### config.mk
export PLATFORM = sky130hd
export DESIGN_NAME = d_debounce_sync
export DESIGN_NICKNAME = d
export VERILOG_FILES = /design/src/rtl/debounce_pkg.sv /design/src/rtl/sync_chain.sv /design/src/rtl/d_debounce_sync.sv
export SDC_FILE = /design/constraint.sdc
export NUM_CORES = 1
export LEC_CHECK = 0
export BUFFER_PORTS_ARGS = -buffer_cell sky130_fd_sc_hd__buf_2
export CAP_MARGIN = 20
export CORE_AREA = 2 2 41 43
export CTS_CLUSTER_SIZE = 25
export DETAILED_ROUTE_END_ITERATION = 6
export DIE_AREA = 0 0 43 45
export GPL_ROUTABILITY_DRIVEN = 1
export GPL_TIMING_DRIVEN = 0
export PLACE_DENSITY_LB_ADDON = 0.1
export SLEW_MARGIN = 20
export SYNTH_ARGS = -nofsm -noshare
export SYNTH_HDL_FRONTEND = slang
export SYNTH_HIERARCHICAL = 1
export SYNTH_SLANG_ARGS = --single-unit
### constraint.sdc
create_clock -name clk -period 1.56 [get_ports clk]
set_clock_uncertainty 0.15 [all_clocks]
set_input_delay 0 -clock clk [delete_from_list [all_inputs] [get_ports clk]]
set_output_delay 0 -clock clk [all_outputs]
set_load 0.02 [all_outputs]
### src/rtl/debounce_pkg.sv
// Shared types and default constants for the debounce/synchroniser input stage.
package debounce_pkg;

    typedef enum logic [1:0] {
        StableLo = 2'd0,
        WaitHi   = 2'd1,
        StableHi = 2'd2,
        WaitLo   = 2'd3
    } state_e;

    localparam int unsigned SyncStagesDef     = 2;
    localparam int unsigned DebounceCyclesDef = 4;
    localparam int unsigned CntWDef           = 4;

endpackage

### src/rtl/sync_chain.sv
// Multi-flop synchroniser: shifts an asynchronous input into the clk domain.
module sync_chain #(
    parameter int unsigned STAGES = 2
) (
    input  logic clk,
    input  logic reset,
    input  logic din,
    output logic s
);

    logic [STAGES-1:0] sync_q;
    logic [STAGES-1:0] sync_d;

    // Next value: shift din into the bottom of the chain.
    always_comb begin
        sync_d = {sync_q[STAGES-2:0], din};
    end

    // Chain flops, cleared asynchronously.
    always_ff @(posedge clk or posedge reset) begin
        if (reset) begin
            sync_q <= '0;
        end else begin
            sync_q <= sync_d;
        end
    end

    assign s = sync_q[STAGES-1];

endmodule

### src/rtl/d_debounce_sync.sv
// Input conditioner: synchronises din, debounces it per direction and produces a clean
// registered level with one-cycle rise/fall pulses.
module d_debounce_sync
    import debounce_pkg::*;
#(
    parameter int unsigned SYNC_STAGES     = SyncStagesDef,
    parameter int unsigned DEBOUNCE_CYCLES = DebounceCyclesDef,
    parameter int unsigned CNT_W           = CntWDef
) (
    input  logic clk,
    input  logic reset,
    input  logic din,
    input  logic enable,
    output logic d,
    output logic d_rise,
    output logic d_fall,
    output logic busy
);

    localparam logic [CNT_W-1:0] CntLast = CNT_W'(DEBOUNCE_CYCLES - 1);

    logic             s;
    state_e           state_q, state_d;
    logic [CNT_W-1:0] cnt_q, cnt_d;
    logic             d_q, d_d;
    logic             rise_q, rise_d;
    logic             fall_q, fall_d;
    logic             busy_q, busy_d;

    sync_chain #(
        .STAGES(SYNC_STAGES)
    ) u_sync_chain (
        .clk  (clk),
        .reset(reset),
        .din  (din),
        .s    (s)
    );

    // Next-state logic: a candidate level must be seen DEBOUNCE_CYCLES times in a row.
    always_comb begin
        state_d = state_q;
        cnt_d   = cnt_q;
        d_d     = d_q;
        rise_d  = 1'b0;
        fall_d  = 1'b0;
        if (enable) begin
            unique case (state_q)
                StableLo: begin
                    if (s) begin
                        state_d = WaitHi;
                        cnt_d   = CNT_W'(1);
                    end
                end
                WaitHi: begin
                    if (!s) begin
                        state_d = StableLo;
                        cnt_d   = '0;
                    end else if (cnt_q == CntLast) begin
                        state_d = StableHi;
                        d_d     = 1'b1;
                        rise_d  = 1'b1;
                        cnt_d   = '0;
                    end else begin
                        cnt_d = cnt_q + CNT_W'(1);
                    end
                end
                StableHi: begin
                    if (!s) begin
                        state_d = WaitLo;
                        cnt_d   = CNT_W'(1);
                    end
                end
                WaitLo: begin
                    if (s) begin
                        state_d = StableHi;
                        cnt_d   = '0;
                    end else if (cnt_q == CntLast) begin
                        state_d = StableLo;
                        d_d     = 1'b0;
                        fall_d  = 1'b1;
                        cnt_d   = '0;
                    end else begin
                        cnt_d = cnt_q + CNT_W'(1);
                    end
                end
            endcase
        end
        busy_d = (state_d == WaitHi) || (state_d == WaitLo);
    end

    // FSM, counter and registered outputs.
    always_ff @(posedge clk or posedge reset) begin
        if (reset) begin
            state_q <= StableLo;
            cnt_q   <= '0;
            d_q     <= 1'b0;
            rise_q  <= 1'b0;
            fall_q  <= 1'b0;
            busy_q  <= 1'b0;
        end else begin
            state_q <= state_d;
            cnt_q   <= cnt_d;
            d_q     <= d_d;
            rise_q  <= rise_d;
            fall_q  <= fall_d;
            busy_q  <= busy_d;
        end
    end

    assign d      = d_q;
    assign d_rise = rise_q;
    assign d_fall = fall_q;
    assign busy   = busy_q;

endmodule

; Word-level counts from Yosys, hierarchy flattened
; Cells that the tools add are included.
[word_totals]
regBits = 12
out_inout_bits = 4
wordCells = 51
[classes]
addsub = 1
eq_ne = 12
n_mux = 26
n_reduce_logical = 5
[op_table]
columns = op, n
row1 = 4-bit two-way mux, 5
row2 = 4-bit one-hot mux with 4 select lines, 1
row3 = 2-bit two-way mux, 7
row4 = 1-bit two-way mux, 11
row5 = 2-bit != test (second input constant), 4
row6 = 2-bit one-hot mux with 4 select lines, 1
row7 = 2-bit equality test (second input constant), 3
row8 = 6-bit AND reduction, 1
row9 = 4-bit by 1-bit adder with 4-bit output (second input constant), 1
row10 = 2-bit by 1-bit equality test with 1-bit output (second input constant), 2
row11 = 4-bit by 2-bit equality test with 1-bit output (second input constant), 1
row12 = 2-bit by 1-bit != test with 1-bit output (second input constant), 2
row13 = 3-bit AND reduction, 1
row14 = 2-bit logical NOT, 1
row15 = 1-bit one-hot mux with 2 select lines, 1
row16 = 2-bit nonzero test, 1
row17 = 1-bit logical OR, 1

; Longest topological paths before layout
; Gate-level depths: netlist of the first run.
[depth]
word_depth = 7
mapped_depth = 4

; Hierarchy
; Netlist of the first run, hierarchy kept.
[by_module_without_submodules]
columns = module, n_inst, cells_each, area_each_um2
row1 = d_debounce_sync, 1, 41, 444.2
row2 = sync_chain, 1, 3, 53.8

; Worst setup path after synthesis of the first run
; OpenSTA, ideal clock, no wires.
[synth_path]
path_type = register to register
startpoint = register cnt_q[0]
endpoint = register (tool-made name)
setup_ns = 0.128
arrival_time_ns = 1.238
required_time_ns = 1.282
path_slack_ns = 0.045
stages_incl_launch_ff = 5
path_buffers = 0
period_less_slack_ns = 1.515
path_cell_list = dfrtp_1 ha_1 nor3b_1 nand3_1 mux2_1
[synth_rtl]
columns = element, line
row1 = start: declaration, d_debounce_sync.sv:24  ; logic [CNT_W-1:0] cnt_q, cnt_d;
row2 = start signal: assignment, d_debounce_sync.sv:102  ; cnt_q <= cnt_d;

==> results of run 1 <==
[routing by layer]
metal,GRT usage,vias to the layer above,part of all wire
met4,0.109,0,0.032
met3,0.0240,4,0.023
met1,0.143,180,0.40
met2,0.212,5,0.54
li1,-,190,-
met5,0,-,0
[worst paths after layout]
check | slack, ns | cells after the start | end | start
worst min register to register | 0.22 | 0 | u_sync_chain/sync_q[1]$_DFF_PP0_ | u_sync_chain/sync_q[0]$_DFF_PP0_
worst max register to register | 0.05 | 4 | register | cnt_q[1]$_DFFE_PP0P_
min in group clk | 0.22 | 2 | u_sync_chain/sync_q[0]$_DFF_PP0_ | din
worst min-delay path | 0.1 | 3 | cnt_q[0]$_DFFE_PP0P_ | reset
worst max-delay path | 0.05 | 4 | register | cnt_q[1]$_DFFE_PP0P_
max in group asynchronous | 0.60 | 4 | u_sync_chain/sync_q[1]$_DFF_PP0_ | reset
[cell families after synthesis]
group	count (synthesis)	synth area share
compound gates	12	0.166
xor+xnor	1	0.0176
fa+ha+maj	1	0.0251
buf+inv	6	0.0477
flops	11	0.553
mux	2	0.0452
simple gates	11	0.146
[cell type report]
| cell class | count | area [um^2] |
|---|---|---|
| plain buffers | 1 | 5.00 |
| well taps | 16 | 20.0 |
| flip-flops and latches | 11 | 275 |
| clock buffers | 4 | 26.3 |
| fillers | 141 | 800 |
| inverters | 5 | 18.8 |
| repair buffers | 12 | 85.1 |
| multi-input cells | 27 | 241 |
[layout by cell type, fill, tap and decap left out, drive strengths merged]
cell         count
a22o             1
buf              9
dfrtp           11
a41oi            1
clkbuf           4
nand4b           1
nor2             1
o21ai            3
dlygate4sd3      4
nand3            2
mux2             2
nand2            1
or3b             1
a21oi            3
xor2             1
o211ai           1
a32o             2
nor2b            1
o31ai            1
ha               1
inv              5
and2             1
nor3b            3
[power by group through the flow]
| stage | Combinational [mW] | Sequential [mW] | Clock [mW] |
|---|---|---|---|
| 6_report | 0.323 | 0.408 | 0.198 |
| 3_3_place_gp | 0.217 | 0.402 | 0 |
| 5_1_grt | 0.350 | 0.417 | 0.216 |
| 3_5_place_dp | 0.231 | 0.407 | 0 |
| 2_1_floorplan | 0.152 | 0.414 | 0 |
| 4_1_cts | 0.286 | 0.394 | 0.201 |
[timing repair]
action | in CTS | in global routing
hold buffers | 4 | 0
endpoints found under the setup margin | 4 | 3
buffers inserted | 2 | 0
gates resized for setup | 2 | 6
hold endpoints to repair | 17 | 0
pin swaps | 1 | 1
[worst max-delay path: stages (launching register included)]
cell and delay, ns:
sky130_fd_sc_hd__dfrtp_1 0.39, sky130_fd_sc_hd__ha_4 0.16, sky130_fd_sc_hd__nor3b_4 0.23, sky130_fd_sc_hd__nand3_2 0.12, sky130_fd_sc_hd__mux2_1 0.33
==> flow_metrics.py, run 1 <==
metrics = {
    "run_status": {
        "outcome": "complete, no violations",
    },
    "power": {
        "power.internal_mw": 0.599,
        "ir_worst_vdd_mv": 0.493,
        "design_power_total_mw": 0.929,
        "power.combinational.fraction": 0.348,
        "seqPwrFrac": 0.439,
        "clock_power_share": 0.213,
        "p_sw_mw": 0.330,
        "p_leak_nw": 0.305,
        "power.share.switching": 0.355,
        "power_density_of_the_placed_cells_nw_per_um2": 1380,
    },
    "place": {
        "dpl_cell_area_um2": 548,
        "count_of_input_and_output_buffers": 6,
        "place.gp.congestion": 0.669,
        "detailedPlace.worstSlack_ns": -0.149,
        "placedCellCount": 66,
        "dp.final_hpwl_um": 712,
    },
    "grt": {
        "antenna_found_initial": 0,
        "grt_usage": 0.128,
        "grt_first_pass_wirelength_um": 1750,
        "globalRoute.totalOverflow": 0,
        "grt_pass1_vias": 410,
        "grt_max_degree": 11,
    },
    "route": {
        "firstDrtPassIters": 2,
        "post_drt_wl_per_cell_um": 13.5,
        "ant_nets": 0,
        "route.detailed.vias_per_inst": 4.99,
        "routed-via-count": 379,
        "first_iter_violations": 2,
        "drc": 0,
        "wirelength_um": 1020,
    },
    "worst_setup_path": {
        "crit_arrival_ns": 1.52,
        "worst-path-max-fanout": 4,
        "critPathLaunchType": "register",
        "timing.critical_path.to_type": "register",
        "critical_path_required_ns": 1.56,
        "crit_type": "register to register",
    },
    "sta": {
        "slew_violations": 0,
        "worst_slack_ns": 0.0457,
        "setup_tns_ns": 0,
        "fmax_mhz": 660,
        "finalSetupViolCount": 0,
        "timing.final.crit_period_ns": 1.51,
        "final-hold-violation-count": 0,
        "max_slew_margin": 0.771,
        "final_min_period_over_clock_period": 0.971,
        "worst-slew-pin-transition_ns": 0.343,
        "finalHoldWorstSlack_ns": 0.0963,
    },
    "logic_synthesis": {
        "synth.cell_area_um2": 498,
        "netlist_instances": 44,
        "post-synth-top-count-cell": "sky130_fd_sc_hd__dfrtp_1",
        "largest_area_contributor_in_the_netlist": "sky130_fd_sc_hd__dfrtp_1",
        "yosysWarnings": 6,
        "yosys.area.top_type_share": 0.553,
        "syn-num-nets": 49,
        "ys_async_sr_fraction": 1.00,
        "synth_ff_type": "sky130_fd_sc_hd__dfrtp_1",
        "yosys.cell_types.count": 23,
        "seq_area_frac_synth": 0.553,
        "synth.top_cells.by_area": "sky130_fd_sc_hd__dfrtp_1, sky130_fd_sc_hd__nor3b_1, sky130_fd_sc_hd__a32o_1",
        "synth.top_cells.by_count": "sky130_fd_sc_hd__dfrtp_1, sky130_fd_sc_hd__inv_1, sky130_fd_sc_hd__a21oi_1, sky130_fd_sc_hd__nor3b_1",
        "number_of_enable_flip_flop_cells_after_synthesis": 0,
        "postSynthAreaPerCell_um2": 11.3,
        "synth-seq-cells": 11,
    },
    "clocking": {
        "numCtsBuffers": 3,
        "insertion_delay_ns": 0.27,
        "tritoncts_clock_tree": "done",
        "clockBufferDepth": 2,
        "tritoncts_num_sinks": 11,
        "cts-root-buf": "sky130_fd_sc_hd__clkbuf_4",
        "htree_levels": 1,
        "clock_pin_slew_on_the_worst_setup_and_hold_paths_ns": 0.07,
    },
    "final_layout": {
        "post_layout_nonfiller_instances": 76,
        "final_cell_area_um2": 672,
        "layout.nets": 66,
        "antenna_cells": 0,
        "area.growth.synth_to_final_pct": 34.9,
        "final_core_utilization": 0.457,
        "post_route_cells_drive_above_1_share": 0.300,
    },
    "run": {
        "max_cap_viol_count": 0,
    },
    "floorplanning": {
        "fp.dieArea_um2": 1940,
        "floorplan.initialDensity": 0.338,
        "die_span_y_um": 45,
        "fp.coreArea_um2": 1470,
        "floorplan.rows": 14,
        "boundaryPins": 8,
        "chipWidth_um": 43,
    },
    "worst_hold_path": {
        "holdCritPathClass": "input pin to async pin",
    },
}
Note: power is estimated with default switching activity, not from simulation.
==> run 2: changes to the inputs <==
--- a/config.mk
+++ b/config.mk
@@ -14,6 +14,7 @@
 export GPL_ROUTABILITY_DRIVEN = 1
 export GPL_TIMING_DRIVEN = 0
 export PLACE_DENSITY_LB_ADDON = 0.1
+export SETUP_SLACK_MARGIN = 0.2
 export SLEW_MARGIN = 20
 export SYNTH_ARGS = -nofsm -noshare
 export SYNTH_HDL_FRONTEND = slang
==> run 2 against run 1 <==
Compared with the run above:
- the flow now finishes with violations (setup timing)
- register-to-register slack got worse by 0.06 ns
- global-route usage decreased by 0.50 points
- critical path depth unchanged
- sequential share of layout area is 0.73 points higher
- largest cell class unchanged
==> flow_metrics.py, run 2 (same netlist as run 1, synthesis figures left out) <==
metrics = {
    "run_status": {
        "outcome": "finished with violations",
        "failing_checks": "setup timing",
    },
    "power": {
        "power.share.switching": 0.348,
        "power_density_of_the_placed_cells_nw_per_um2": 1350,
        "ir_worst_vdd_mv": 0.482,
        "p_leak_nw": 0.309,
        "p_sw_mw": 0.311,
        "seqPwrFrac": 0.443,
        "clock_power_share": 0.218,
        "power.combinational.fraction": 0.339,
        "power.internal_mw": 0.585,
    },
    "clocking": {
        "insertion_delay_ns": 0.27,
        "numCtsBuffers": 3,
        "tritoncts_clock_tree": "done",
        "clockBufferDepth": 2,
        "tritoncts_num_sinks": 11,
        "clock_pin_slew_on_the_worst_setup_and_hold_paths_ns": 0.07,
        "cts-root-buf": "sky130_fd_sc_hd__clkbuf_4",
        "htree_levels": 1,
    },
    "worst_setup_path": {
        "crit_type": "register to register",
        "source_of_the_worst_register_to_register_timing_path": "cnt_q[0]$_DFFE_PP0P_",
        "worst-path-max-fanout": 4,
        "cp_top_family": "simple AND/OR/NAND/NOR gates",
        "path_length_in_cells_of_the_critical_path": 4,
        "timing.critical_path.from": "cnt_q[0]$_DFFE_PP0P_",
        "critical_path_required_ns": 1.56,
        "crit_arrival_ns": 1.58,
        "ff2ff_path_depth": 4,
        "reg2reg_to": "d$_DFFE_PP0P_",
        "timing.critical_path.to_type": "register",
        "critPathBufInv": 0,
        "critPathLaunchType": "register",
        "cpMaxStageDelayCell": "sky130_fd_sc_hd__or3b_4",
        "timing.critical_path.to": "d$_DFFE_PP0P_",
        "worst_path_cell_trace": "ha_2 -> or3b_4 -> o31ai_2 -> a21oi_1",
        "slowest_delay_ns": 0.41,
        "reg2reg_slack_ns": -0.01,
    },
    "grt": {
        "globalRoute.totalOverflow": 0,
        "antenna_found_initial": 0,
        "grt_max_degree": 11,
        "grt_first_pass_wirelength_um": 1730,
        "grt_usage": 0.123,
        "grt_pass1_vias": 425,
    },
    "sta": {
        "slew_violations": 0,
        "final-hold-violation-count": 0,
        "worst_slack_ns": -0.0141,
        "worst-slew-pin-transition_ns": 0.364,
        "max_slew_margin": 0.757,
        "setup_tns_ns": -0.0141,
        "finalSetupViolCount": 1,
        "finalHoldWorstSlack_ns": 0.0947,
        "fmax_mhz": 635,
        "rsz0062_at_grt": "true",
        "final_min_period_over_clock_period": 1.01,
        "timing.final.crit_period_ns": 1.57,
    },
    "place": {
        "count_of_input_and_output_buffers": 6,
        "placedCellCount": 66,
        "dpl_cell_area_um2": 556,
        "detailedPlace.worstSlack_ns": -0.0476,
        "dp.final_hpwl_um": 697,
        "place.gp.congestion": 0.693,
    },
    "floorplanning": {
        "boundaryPins": 8,
        "floorplan.rows": 14,
        "chipWidth_um": 43,
        "die_span_y_um": 45,
        "floorplan.initialDensity": 0.338,
        "fp.coreArea_um2": 1470,
        "fp.dieArea_um2": 1940,
    },
    "route": {
        "ant_nets": 0,
        "post_drt_wl_per_cell_um": 13.6,
        "drc": 0,
        "firstDrtPassIters": 4,
        "first_iter_violations": 6,
        "wl_met3_um": 53,
        "route.detailed.vias_per_inst": 5.21,
        "routedLengthMet1_um": 443,
        "route.met2.wl_um": 550,
        "routed-via-count": 401,
        "wirelength_um": 1050,
        "route.top_layer_used": "met3",
    },
    "final_layout": {
        "post_layout_nonfiller_instances": 77,
        "post_route_cells_drive_above_1_share": 0.344,
        "layout.nets": 67,
        "leading_cell_type_in_the_layout_fill_and_taps_excluded": "sky130_fd_sc_hd__dfrtp_1",
        "antenna_cells": 0,
        "layout_common_cells": "sky130_fd_sc_hd__dfrtp_1, sky130_fd_sc_hd__buf_2, sky130_fd_sc_hd__inv_1",
        "area.growth.synth_to_final_pct": 33.2,
        "final_cell_area_um2": 663,
    },
    "worst_hold_path": {
        "holdCritPathClass": "input pin to async pin",
    },
    "run": {
        "max_cap_viol_count": 0,
    },
}
==> run 2: layout make-up <==
class / count / area [um^2]
buffer: 1 / 5.00
clock buffer: 4 / 26.3
fill: 165 / 808
inverter: 5 / 18.8
multi-input combinational: 27 / 224
sequential: 11 / 277
tap: 16 / 20.0
timing repair buffer: 13 / 92.6
==> run 2: worst min-delay path by stage <==
stage	from	end	cells after the start
4_1_cts	reset	d$_DFFE_PP0P_	3
3_5_place_dp	reset	u_sync_chain/sync_q[0]$_DFF_PP0_	2
3_3_place_gp	reset	u_sync_chain/sync_q[0]$_DFF_PP0_	2
6_report	reset	async pin	3
2_1_floorplan	reset	u_sync_chain/sync_q[0]$_DFF_PP0_	1
5_1_grt	reset	async pin	3
==> run 2: timing repair <==
item,CTS,global route
hold buffers,4,0
gates cloned,0,0
resized for setup,3,1
pin swaps,5,0
endpoints found under the hold margin,17,0
buffers inserted,3,0
setup endpoints to repair,9,9
==> run 2: metrics by stage <==
stage / util / power, mW
floorplan: - / 0.571
global placement: 0.378 / 0.628
detailed placement: 0.378 / 0.643
CTS: 0.446 / 0.897
global route: 0.451 / 0.961
finish: 0.451 / 0.896
==> run 2: worst min-delay path: cells and delay by family <==
family,cells,cell delay (ns)
buf+inv,3,0.93
==> run 2: routing by layer <==
metal,up-vias,track usage
met5,-,0
met4,0,0.0545
met3,0,0.0440
met2,12,0.221
met1,196,0.130
li1,193,-
==> run 2: power by group through the flow <==
| stage | clock, mW | combinational, mW | sequential, mW |
|---|---|---|---|
| finish | 0.195 | 0.304 | 0.397 |
| global route | 0.220 | 0.336 | 0.405 |
| CTS | 0.205 | 0.299 | 0.393 |
| detailed placement | 0 | 0.234 | 0.409 |
| global placement | 0 | 0.225 | 0.404 |
| floorplan | 0 | 0.157 | 0.414 |
==> run 3: changes to the inputs <==
--- a/config.mk
+++ b/config.mk
@@ -8,6 +8,7 @@
 export BUFFER_PORTS_ARGS = -buffer_cell sky130_fd_sc_hd__buf_2
 export CAP_MARGIN = 20
 export CORE_AREA = 2 2 41 43
+export CTS_BUF_LIST = sky130_fd_sc_hd__clkbuf_8
 export CTS_CLUSTER_SIZE = 25
 export DETAILED_ROUTE_END_ITERATION = 6
 export DIE_AREA = 0 0 43 45
==> run 3 against run 2 <==
Compared with the run above:
- the flow still finishes with violations (setup timing)
- sequential power about the same
- routed wire length is 8.2% higher
- largest cell class unchanged
- utilization increased by 2.4 points
- combinational power rose by 7.2%
- hold slack worse by 0.092 ns
- final cell count grew 1.3%
- global-route usage increased by 1.7 points
- non-clock buffer count is 1 higher
- critical endpoint unchanged
- flip-flop and latch count unchanged
==> flow_metrics.py, run 3 (same netlist as run 1, synthesis figures left out) <==
metrics = {
    "run_status": {
        "outcome": "finished with violations",
        "failing_checks": "setup timing",
    },
    "route": {
        "drc": 0,
        "route.detailed.vias_per_inst": 5.32,
        "routed-via-count": 415,
        "route.met2.wl_um": 585,
        "post_drt_wl_per_cell_um": 14.5,
        "ant_nets": 0,
        "route.top_layer_used": "met4",
        "wirelength_um": 1130,
        "firstDrtPassIters": 4,
        "first_iter_violations": 5,
        "wl_met3_um": 68,
        "routedLengthMet1_um": 450,
    },
    "final_layout": {
        "antenna_cells": 0,
        "register_area_um2": 277,
        "layout.nets": 68,
        "post_route_cells_drive_above_1_share": 0.387,
        "area.growth.synth_to_final_pct": 40.2,
        "footprint_of_the_multi_input_gates_um2": 233,
        "leading_cell_type_in_the_layout_fill_and_taps_excluded": "sky130_fd_sc_hd__dfrtp_1",
        "layout_common_cells": "sky130_fd_sc_hd__dfrtp_1, sky130_fd_sc_hd__buf_2, sky130_fd_sc_hd__inv_1",
        "layout.filler_cells": 153,
    },
    "worst_setup_path": {
        "critPathLaunchType": "register",
        "worst-path-max-fanout": 4,
        "ff2ff_path_depth": 4,
        "critical_path_required_ns": 1.53,
        "reg2reg_slack_ns": -0.02,
        "source_of_the_worst_register_to_register_timing_path": "cnt_q[1]$_DFFE_PP0P_",
        "timing.critical_path.from": "cnt_q[1]$_DFFE_PP0P_",
        "timing.critical_path.to_type": "register",
        "crit_arrival_ns": 1.55,
        "reg2reg_to": "d$_DFFE_PP0P_",
        "crit_type": "register to register",
    },
    "grt": {
        "grt_first_pass_wirelength_um": 1840,
        "globalRoute.totalOverflow": 0,
        "grt_max_degree": 10,
        "grt_usage": 0.140,
        "antenna_found_initial": 0,
        "grt_pass1_vias": 426,
    },
    "floorplanning": {
        "fp.dieArea_um2": 1940,
        "fp.coreArea_um2": 1470,
        "boundaryPins": 8,
        "floorplan.rows": 14,
        "chipWidth_um": 43,
        "die_span_y_um": 45,
        "floorplan.initialDensity": 0.338,
    },
    "clocking": {
        "numCtsBuffers": 3,
        "htree_levels": 1,
        "clock_pin_slew_on_the_worst_setup_and_hold_paths_ns": 0.05,
        "tritoncts_num_sinks": 11,
        "tritoncts_clock_tree": "done",
        "insertion_delay_ns": 0.24,
        "clockBufferDepth": 2,
        "cts-root-buf": "sky130_fd_sc_hd__clkbuf_8",
    },
    "place": {
        "count_of_input_and_output_buffers": 6,
        "place.gp.congestion": 0.693,
        "dp.final_hpwl_um": 697,
        "detailedPlace.worstSlack_ns": -0.0476,
    },
    "sta": {
        "rsz0062_at_grt": "true",
        "max_slew_margin": 0.761,
        "worst_slack_ns": -0.0217,
        "finalSetupViolCount": 2,
        "slew_violations": 0,
        "setup_tns_ns": -0.0363,
        "worst-slew-pin-transition_ns": 0.358,
        "final-hold-violation-count": 0,
        "finalHoldWorstSlack_ns": 0.00227,
        "timing.final.crit_period_ns": 1.58,
        "fmax_mhz": 632,
        "final_min_period_over_clock_period": 1.01,
    },
    "worst_hold_path": {
        "holdCritPathClass": "input pin to async pin",
    },
    "power": {
        "p_leak_nw": 0.326,
        "ir_worst_vdd_mv": 0.616,
        "power_density_of_the_placed_cells_nw_per_um2": 1450,
    },
    "run": {
        "max_cap_viol_count": 0,
    },
}
-- run 3: worst max path at each step --
stage / cells past startpoint / to / slack [ns]
after floorplan: 4 / d$_DFFE_PP0P_ / 0.08
after global placement: 4 / d$_DFFE_PP0P_ / -0.02
after detailed placement: 4 / d$_DFFE_PP0P_ / -0.05
after CTS: 4 / d$_DFFE_PP0P_ / 0.01
after global routing: 4 / register / -0.07
final: 4 / d$_DFFE_PP0P_ / -0.02
-- run 3: layout make-up --
type | count | area share
Buffer | 1 | 0.00717
Clock buffer | 3 | 0.0591
Clock inverter | 1 | 0.00538
Inverter | 5 | 0.0269
Multi-Input combinational cell | 27 | 0.333
Sequential cell | 11 | 0.396
Tap cell | 16 | 0.0287
Timing Repair Buffer | 14 | 0.143
-- run 3: routing by layer --
metal / vias up / global-route usage
li1: 194 / -
met1: 202 / 0.146
met2: 15 / 0.224
met3: 4 / 0.0600
met4: 0 / 0.109
met5: - / 0
-- run 3: timing repair --
| item | in CTS | in global routing |
|---|---|---|
| pin swaps | 5 | 1 |
| hold buffers | 4 | 0 |
| buffers inserted | 3 | 1 |
| resized for setup | 3 | 3 |
| endpoints found under the hold margin | 16 | 0 |
| endpoints found under the setup margin | 9 | 9 |
-- run 3: critical path, stage by stage, from the launching register on --
cell,delay (ns)
sky130_fd_sc_hd__dfrtp_1,0.37
sky130_fd_sc_hd__ha_2,0.21
sky130_fd_sc_hd__or3b_4,0.42
sky130_fd_sc_hd__o31ai_2,0.21
sky130_fd_sc_hd__a21oi_1,0.10
-- run 3: where the power goes --
group	total, mW	switching (mW)	internal, mW
sequential	0.398	0.0586	0.340
clock	0.285	0.112	0.173
combinational	0.326	0.167	0.159
-- run 3: through the flow --
stage / instance area, um^2 / util / std cells / power [mW]
6_report: 698 / 0.474 / 78 / 1.01
5_1_grt: 698 / 0.474 / 78 / 1.08
4_1_cts: 674 / 0.458 / 77 / 0.987
3_5_place_dp: 556 / 0.378 / 66 / 0.643
3_3_place_gp: 556 / 0.378 / 66 / 0.628
2_1_floorplan: 505 / - / 44 / 0.571
